## src/rtl/univ_shift_ctrl_pkg.sv

```systemverilog
// Shared types and constants for the universal shift register sequencing controller.
package univ_shift_pkg;

  typedef enum logic [1:0] {
    IDLE  = 2'b00,
    LOAD  = 2'b01,
    SHIFT = 2'b10,
    FIN   = 2'b11
  } state_e;

  typedef enum logic [1:0] {
    LOGIC = 2'b00,
    ARITH = 2'b01,
    ROT   = 2'b10
  } mode_e;

  // Select encoding is {S0, S1}
  localparam logic [1:0] SEL_HOLD  = 2'b00;
  localparam logic [1:0] SEL_LEFT  = 2'b01;
  localparam logic [1:0] SEL_RIGHT = 2'b10;
  localparam logic [1:0] SEL_LOAD  = 2'b11;

  // Reserved request mode 2'b11 folds onto logical
  function automatic mode_e decode_mode(input logic [1:0] raw);
    case (raw)
      2'b01:   decode_mode = ARITH;
      2'b10:   decode_mode = ROT;
      default: decode_mode = LOGIC;
    endcase
  endfunction

endpackage

```

## src/rtl/univ_shift_ctrl_if.sv

```systemverilog
// Request handshake bundle between a requester and univ_shift_ctrl.
interface univ_shift_ctrl_if #(
  parameter int C_BIT_NUM = 24
);
  localparam int C_AMT_W = $clog2(C_BIT_NUM + 1);

  logic                 REQ_VALID;
  logic                 REQ_READY;
  logic [C_BIT_NUM-1:0] REQ_DATA;
  logic                 REQ_DIR;
  logic [1:0]           REQ_MODE;
  logic [C_AMT_W-1:0]   REQ_AMT;

  modport master (
    output REQ_VALID, REQ_DATA, REQ_DIR, REQ_MODE, REQ_AMT,
    input  REQ_READY
  );

  modport slave (
    input  REQ_VALID, REQ_DATA, REQ_DIR, REQ_MODE, REQ_AMT,
    output REQ_READY
  );
endinterface

```

## src/rtl/univ_shift_ctrl_shift_amt_cnt.sv

```systemverilog
// Loadable down counter holding the remaining shift count, with zero flag.
module shift_amt_cnt #(
  parameter int C_AMT_W = 5
) (
  input  logic               clk,
  input  logic               rst,
  input  logic               load,
  input  logic [C_AMT_W-1:0] load_val,
  input  logic               dec,
  output logic [C_AMT_W-1:0] cnt,
  output logic               zero
);

  logic [C_AMT_W-1:0] cnt_d, cnt_q;

  always_comb begin
    cnt_d = cnt_q;
    if (load)
      cnt_d = load_val;
    else if (dec && (cnt_q != '0))
      cnt_d = cnt_q - C_AMT_W'(1);
  end

  always_ff @(posedge clk or posedge rst) begin
    if (rst) cnt_q <= '0;
    else     cnt_q <= cnt_d;
  end

  assign cnt  = cnt_q;
  assign zero = (cnt_q == '0);

endmodule

```

## src/rtl/univ_shift_ctrl.sv

```systemverilog
// Sequences one parallel load followed by N single-bit shifts on a downstream
// universal shift register, sourcing rotate/arithmetic fill bits from its Q.
module univ_shift_ctrl
  import univ_shift_pkg::*;
#(
  parameter  int C_BIT_NUM = 24,
  localparam int C_AMT_W   = $clog2(C_BIT_NUM + 1)
) (
  input  logic                 CK,
  input  logic                 RST,
  univ_shift_ctrl_if.slave     req,
  input  logic [C_BIT_NUM-1:0] Q_IN,
  output logic                 S0,
  output logic                 S1,
  output logic                 SLI,
  output logic                 SRI,
  output logic [C_BIT_NUM-1:0] D,
  output logic                 BUSY,
  output logic                 DONE
);

  state_e               state_d, state_q;
  logic [C_BIT_NUM-1:0] d_d, d_q;
  logic                 dir_d, dir_q;
  mode_e                mode_d, mode_q;

  logic [C_AMT_W-1:0]   amt_clamped;
  logic                 cnt_load, cnt_dec, cnt_zero;
  logic [C_AMT_W-1:0]   cnt;
  logic                 ready;
  logic [1:0]           sel;
  logic                 q_mid_unused;

  assign amt_clamped = (req.REQ_AMT > C_AMT_W'(C_BIT_NUM)) ? C_AMT_W'(C_BIT_NUM)
                                                           : req.REQ_AMT;

  // Readiness is state-decoded but also forced low while reset is held
  assign ready         = (state_q == IDLE) && !RST;
  assign req.REQ_READY = ready;

  shift_amt_cnt #(.C_AMT_W(C_AMT_W)) u_amt_cnt (
    .clk      (CK),
    .rst      (RST),
    .load     (cnt_load),
    .load_val (amt_clamped),
    .dec      (cnt_dec),
    .cnt      (cnt),
    .zero     (cnt_zero)
  );

  always_comb begin
    state_d  = state_q;
    d_d      = d_q;
    dir_d    = dir_q;
    mode_d   = mode_q;
    cnt_load = 1'b0;
    cnt_dec  = 1'b0;
    case (state_q)
      IDLE: begin
        if (req.REQ_VALID && ready) begin
          d_d      = req.REQ_DATA;
          dir_d    = req.REQ_DIR;
          mode_d   = decode_mode(req.REQ_MODE);
          cnt_load = 1'b1;
          state_d  = LOAD;
        end
      end
      LOAD:    state_d = cnt_zero ? FIN : SHIFT;
      SHIFT: begin
        cnt_dec = 1'b1;
        if (cnt == C_AMT_W'(1)) state_d = FIN;
      end
      FIN:     state_d = IDLE;
      default: state_d = IDLE;
    endcase
  end

  always_ff @(posedge CK or posedge RST) begin
    if (RST) begin
      state_q <= IDLE;
      d_q     <= '0;
      dir_q   <= 1'b0;
      mode_q  <= LOGIC;
    end else begin
      state_q <= state_d;
      d_q     <= d_d;
      dir_q   <= dir_d;
      mode_q  <= mode_d;
    end
  end

  always_comb begin
    sel = SEL_HOLD;
    case (state_q)
      LOAD:    sel = SEL_LOAD;
      SHIFT:   sel = dir_q ? SEL_RIGHT : SEL_LEFT;
      default: sel = SEL_HOLD;
    endcase
  end

  assign S0   = sel[1];
  assign S1   = sel[0];
  assign D    = d_q;
  assign BUSY = (state_q != IDLE);
  assign DONE = (state_q == FIN);

  // Only the serial input on the active shift side carries a fill bit
  always_comb begin
    SLI = 1'b0;
    SRI = 1'b0;
    case (mode_q)
      ARITH: SRI = dir_q & Q_IN[C_BIT_NUM-1];
      ROT: begin
        SLI = ~dir_q & Q_IN[C_BIT_NUM-1];
        SRI =  dir_q & Q_IN[0];
      end
      default: ;
    endcase
  end

  assign q_mid_unused = ^Q_IN[C_BIT_NUM-2:1];

endmodule

```

## src/flat_wrapper.sv

```systemverilog
// flat-port wrapper written by rule: the top's interface ports become plain ports
module univ_shift_ctrl_flat import univ_shift_pkg::*;
#(
  parameter  int C_BIT_NUM = 24,
  localparam int C_AMT_W   = $clog2(C_BIT_NUM + 1)
)
  (CK, RST, Q_IN, S0, S1, SLI, SRI, D, BUSY, DONE, req_REQ_VALID, req_REQ_DATA, req_REQ_DIR, req_REQ_MODE, req_REQ_AMT, req_REQ_READY);
  univ_shift_ctrl_if #(.C_BIT_NUM(C_BIT_NUM)) req_i ();
  input  logic CK;
  input  logic RST;
  input  logic [C_BIT_NUM-1:0] Q_IN;
  output logic S0;
  output logic S1;
  output logic SLI;
  output logic SRI;
  output logic [C_BIT_NUM-1:0] D;
  output logic BUSY;
  output logic DONE;
  input wire logic [$bits(req_i.REQ_VALID)-1:0] req_REQ_VALID;
  input wire logic [$bits(req_i.REQ_DATA)-1:0] req_REQ_DATA;
  input wire logic [$bits(req_i.REQ_DIR)-1:0] req_REQ_DIR;
  input wire logic [$bits(req_i.REQ_MODE)-1:0] req_REQ_MODE;
  input wire logic [$bits(req_i.REQ_AMT)-1:0] req_REQ_AMT;
  output wire logic [$bits(req_i.REQ_READY)-1:0] req_REQ_READY;
  assign req_i.REQ_VALID = req_REQ_VALID;
  assign req_i.REQ_DATA = req_REQ_DATA;
  assign req_i.REQ_DIR = req_REQ_DIR;
  assign req_i.REQ_MODE = req_REQ_MODE;
  assign req_i.REQ_AMT = req_REQ_AMT;
  assign req_REQ_READY = req_i.REQ_READY;
  univ_shift_ctrl #(.C_BIT_NUM(C_BIT_NUM)) u_core (.CK(CK), .RST(RST), .req(req_i), .Q_IN(Q_IN), .S0(S0), .S1(S1), .SLI(SLI), .SRI(SRI), .D(D), .BUSY(BUSY), .DONE(DONE));
endmodule
```

## config.mk

```make
export PLATFORM = sky130hd
export DESIGN_NAME = univ_shift_ctrl_flat
export DESIGN_NICKNAME = d
export VERILOG_FILES = /design/src/rtl/univ_shift_ctrl_pkg.sv /design/src/rtl/univ_shift_ctrl_if.sv /design/src/rtl/univ_shift_ctrl_shift_amt_cnt.sv /design/src/rtl/univ_shift_ctrl.sv /design/src/flat_wrapper.sv
export SDC_FILE = /design/constraint.sdc
export NUM_CORES = 1
export LEC_CHECK = 0
export BUFFER_PORTS_ARGS = -buffer_cell sky130_fd_sc_hd__buf_2
export CAP_MARGIN = 20
export CORE_UTILIZATION = 44
export DETAILED_ROUTE_END_ITERATION = 16
export GPL_ROUTABILITY_DRIVEN = 0
export PLACE_DENSITY = 0.9
export SLEW_MARGIN = 40
export SYNTH_ARGS = -nofsm -noshare
export SYNTH_HDL_FRONTEND = slang
export SYNTH_SLANG_ARGS = --single-unit
```

## constraint.sdc

```tcl
create_clock -name CK -period 1.75 [get_ports CK]
set_input_delay 0.2625 -clock CK [delete_from_list [all_inputs] [get_ports CK]]
set_output_delay 0.2625 -clock CK [all_outputs]
set_load 0.01 [all_outputs]
```

# After elaboration in Yosys (flattened, before gate mapping)
# Index checks and enable logic that the tools add are counted.
# classes
n_addsub,1
order_cmp,1
n_eq_ne,10
muxes,15
bitwise,4
reduce_logical,11
# ops
op,count
$mux W5,3
$eq A2 B2 Y1 const B,4
$pmux W2 S2,2
$pmux W2 S4,1
$eq A2 B1 Y1 const B,3
$mux W2,3
$eq A5 B1 Y1 const B,1
$gt A5 B5 Y1 const B,1
$logic_not A5 Y1,1
$mux W1,5
$reduce_bool A5 Y1,1
$sub A5 B1 Y5 const B,1
$reduce_and A2 Y1,2
$reduce_bool A2 Y1,2
$and A1 B1 Y1,3
$logic_and A1 B1 Y1,3
$logic_not A2 Y1,1
$ne A2 B1 Y1 const B,1
$ne A2 B2 Y1 const B,1
$pmux W1 S2,1
$logic_not A1 Y1,1
$not A1 Y1,1
# totals
regBits,34
input_bits,59
out_inout_bits,31
word_cells,47

# Longest topological paths before layout
# depth
depth_word,6
ltp_mapped,7
mapped_depth_nobuf,5

# Hierarchy
# A second synthesis with hierarchy kept.
# unflattened
cells_unflattened,131
area_unflattened_um2,1616.6
# modules_own_cells
module,instances,cells_each,area_per_inst_um2,seq_area_each_um2
univ_shift_ctrl,1,98,1313.8,725.7
shift_amt_cnt,1,33,302.8,125.1

# Least setup slack after synthesis
# Ideal clock, no wire load.
# synth_path
path_kind,flip-flop to flip-flop
start,reg u_core.u_amt_cnt.cnt_q[1] (netlist: u_core.u_amt_cnt.cnt[1])
end,reg u_core.state_q[0]
setup_time_ns,0.125
t_arrival_ns,1.487
t_required_ns,1.625
slack_ns,0.138
path_stages_with_launch,6
path_buffers,0
synth_period_minus_slack_ns,1.612
path_cell_list,dfrtp_1 > inv_1 > ha_1 > or4b_1 > a22oi_2 > mux2_2
# synth_via
elab_chain_len,3
word_cells_on_any_way,6
cone_classes,eq/ne: 2; mux: 2; reduce/logical: 2
# synth_lines
element,line_no,rtl
"start, declared",univ_shift_ctrl_shift_amt_cnt.sv:14,"logic [C_AMT_W-1:0] cnt_d, cnt_q;"
"start signal, assigned",univ_shift_ctrl_shift_amt_cnt.sv:26,else cnt_q <= cnt_d;
$logic_not A5 Y1 or $eq A5 B1 Y1 (tied branches),"univ_shift_ctrl_shift_amt_cnt.sv:30, univ_shift_ctrl.sv:71",
$mux W1 or $ne A2 B1 Y1 (tied branches),--,
$pmux W2 S4 or $reduce_and A2 Y1 (tied branches),--,
"end signal, assigned",univ_shift_ctrl.sv:85,state_q <= state_d;
"end, declared",univ_shift_ctrl.sv:22,"state_e state_d, state_q;"
# Several ways; a longest one is shown, not always the timed one.
# A chain may end at the register's enable or synchronous reset.

# Worst setup path after layout
# Ends and elaborated chain as after synthesis.

==> qor.yml <==
outcome: "finished clean"
grt_overflow: 0
die_area_um2: 3910
syn-cell-area_um2: 1610
finalClockSkew_ns: 0.00412
timing.rr.end: "u_core.state_q[0]"
hold_viol: 0
clk_pin_slew_ns: 0.10
synth_area_per_cell_um2: 8.75
tightest_slew_ns: 0.545
drt-initial-drc-count: 59
clock_sinks: 34
r2r_start: "u_core.u_amt_cnt.cnt[1]"
max_stage_delay_ns: 0.44
critPathLaunchType: "flip-flop"
pre_cts_ws_ns: 0.0493
syn_nets: 251
nNetsFinal: 327
ys_types: 28
layout_common_cells: "nand2_1 (84), buf_2 (67), dfrtp_1 (34)"
drive_above_1_share_pct: 36.4
ys_ff_latch: 34
die_x_um: 62.5
finish.utilization_pct: 63.6
cts_buffers: 5
detail_route.wirelength_um: 3400
worst_slack_ns: 0.0432
antenna_cells: 0
portBuffers: 67
worst_hold_path_type: "in2async"
postSynthCellCount: 184
die_height_um: 62.5
io_pins: 90
n_fill_cell: 312
slew_viol_final: 0
grt_pass1_vias: 1439
met3WireLength_um: 243
start_util_pct: 47.1
worstSetupPathType: "reg2reg"
groute.usage.overall_pct: 19.5
finalInstanceArea_um2: 2170
wl_per_cell_um: 11.1
root_buffer: "clkbuf_4"
cts_max_level: 2
grt_first_pass_wirelength_um: 6000
crit_required_ns: 1.97
post-dp-hpwl_um: 2550
endpoint_kind: "flip-flop"
worst_skew_pair.late_latency_ns: 0.32
r2r_setup_slack_ns: 0.04
wl_met1_um: 1440
vdd_drop_max_v: 0.000898
fmax_mhz: 586
ant_nets: 0
first_pass_iters: 4
timing.hold.ws_ns: 0.00218
core_area_um2: 3420
hold_buffers: 0
power.density_nw_per_um2: 1620
setup_viol: 0
rsz0062_at_grt: "true"
maxUsedRoutingLayer: "met4"
placed_area_um2: 2040
max-clock-path-buffers: 2
ys_seq_area_share_pct: 52.8
relSlewSlack_pct: 63.6
rows: 21
cts_tree: "built"
vias: 1461
cp.arrival_ns: 1.92
reg2regPathDepth: 5
period_share_pct: 97.5
slowest_stage: "or4b_4"
ys_warn_count: 0
wl_met2_um: 1710
vias_per_cell: 4.76
fin_setup_tns_ns: 0
drv_cap: 0
p_leak_uw: 0.00122
crit_chain: "inv_2 > ha_4 > or4b_4 > a22oi_2 > mux2_4"
min_period_ns: 1.71
grt_max_degree: 35
layout_commonest_cell: "nand2_1"
cp_max_fo: 3
grt_antenna_before_repair: 0
areaGrowthSynthToFinish_pct: 34.8
drc_errors: 0
-- kinds of logic (layout without fill, tap and decap cells) --
group / after synthesis / count (layout) / share of synthesized area, %
multiplexers: 3 / 3 / 2.02
adder cells (fa/ha/maj): 8 / 8 / 6.22
buffers and inverters: 17 / 94 / 3.96
flip-flops: 34 / 34 / 52.8
AO/OA/AOI/OAI: 16 / 16 / 6.45
AND/OR/NAND/NOR: 106 / 106 / 28.5
-- metal layers --
layer  GRT usage, %  vias to the layer above
met5              0                        -
met3           6.75                        2
met4           7.27                        0
met1           22.9                      666
met2           32.7                       52
li1               -                      741
-- state kept, by name, summed over array words and instances, names as in the netlist --
| signal | flops |
|---|---|
| u_core.D | 24 |
| u_core.dir_q | 1 |
| u_core.mode_q | 2 |
| u_core.state_q | 2 |
| u_core.u_amt_cnt.cnt | 5 |
-- worst max-delay path, delay by kind of cell, from the launching register on --
family | cells | cell delay [ns]
fa+ha+maj | 1 | 0.11
flops | 1 | 0.41
compound gates | 1 | 0.23
buf+inv | 1 | 0.08
mux | 1 | 0.32
simple gates | 1 | 0.44
-- stage by stage --
stage | total power, uW | instances
2_1_floorplan | 2340 | 184
3_3_place_gp | 2880 | 295
3_5_place_dp | 2960 | 295
4_1_cts | 3420 | 304
5_1_grt | 3860 | 307
6_report | 3520 | 307
-- area by class of cell --
cell class              instances  area [um2]  share of cell area (%)
well taps                      46        57.6                    2.65
clock inverters                 2        13.8                   0.634
clock buffers                   6        41.3                    1.90
flip-flops and latches         34         851                    39.2
repair buffers                 77         435                    20.1
inverters                       9        33.8                    1.56
multi-input cells             133         738                    34.0
-- synthesized netlist by cell type --
library cell | instances | area share, %
a22oi_2 | 1 | 0.78
a31oi_1 | 2 | 0.78
clkbuf_1 | 8 | 1.9
o21a_1 | 1 | 0.47
nand2_1 | 84 | 20
nor2b_1 | 1 | 0.39
a21oi_1 | 4 | 1.2
o21ai_0 | 5 | 1.6
or4b_1 | 2 | 1.2
nand4_1 | 1 | 0.39
and3b_1 | 1 | 0.54
dfrtp_1 | 34 | 53
nand3_1 | 2 | 0.62
a221o_1 | 1 | 0.62
and3_1 | 1 | 0.39
mux2_2 | 2 | 1.4
nor2_1 | 4 | 0.93
nor4b_1 | 2 | 1.1
nand3b_1 | 3 | 1.4
o311ai_0 | 1 | 0.54
nor3_1 | 1 | 0.31
or3_1 | 1 | 0.39
nand2b_1 | 2 | 0.78
ha_1 | 8 | 6.2
a211oi_1 | 1 | 0.47
nor3b_1 | 1 | 0.47
inv_1 | 9 | 2.1
mux2i_1 | 1 | 0.62
-- where the power goes --
part	internal (uW)	total [uW]	leakage, uW	switching, uW
Sequential	1160	1400	0.000422	239
Combinational	829	1710	0.000762	885
Clock	158	408	0.0000322	250
Total	2140	3520	0.00122	1370
-- repair_timing --
item / in CTS / in global routing
setup endpoints to repair: 2 / 5
buffers inserted: 1 / 3
cloned: 0 / 0
gates resized for setup: 3 / 9
pin swaps: 0 / 2
-- worst max path at each step --
stage	start	end	cells after the start
final	u_core.u_amt_cnt.cnt[1]	u_core.state_q[0]	5
after global routing	u_core.state_q[0]	S1	6
after CTS	u_core.state_q[0]	S1	6
after detailed placement	u_core.u_amt_cnt.cnt[1]	u_core.state_q[0]	5
after global placement	u_core.u_amt_cnt.cnt[1]	u_core.state_q[1]	5
after floorplan	u_core.u_amt_cnt.cnt[1]	u_core.state_q[0]	5
Power figures use the tool's default switching activity.
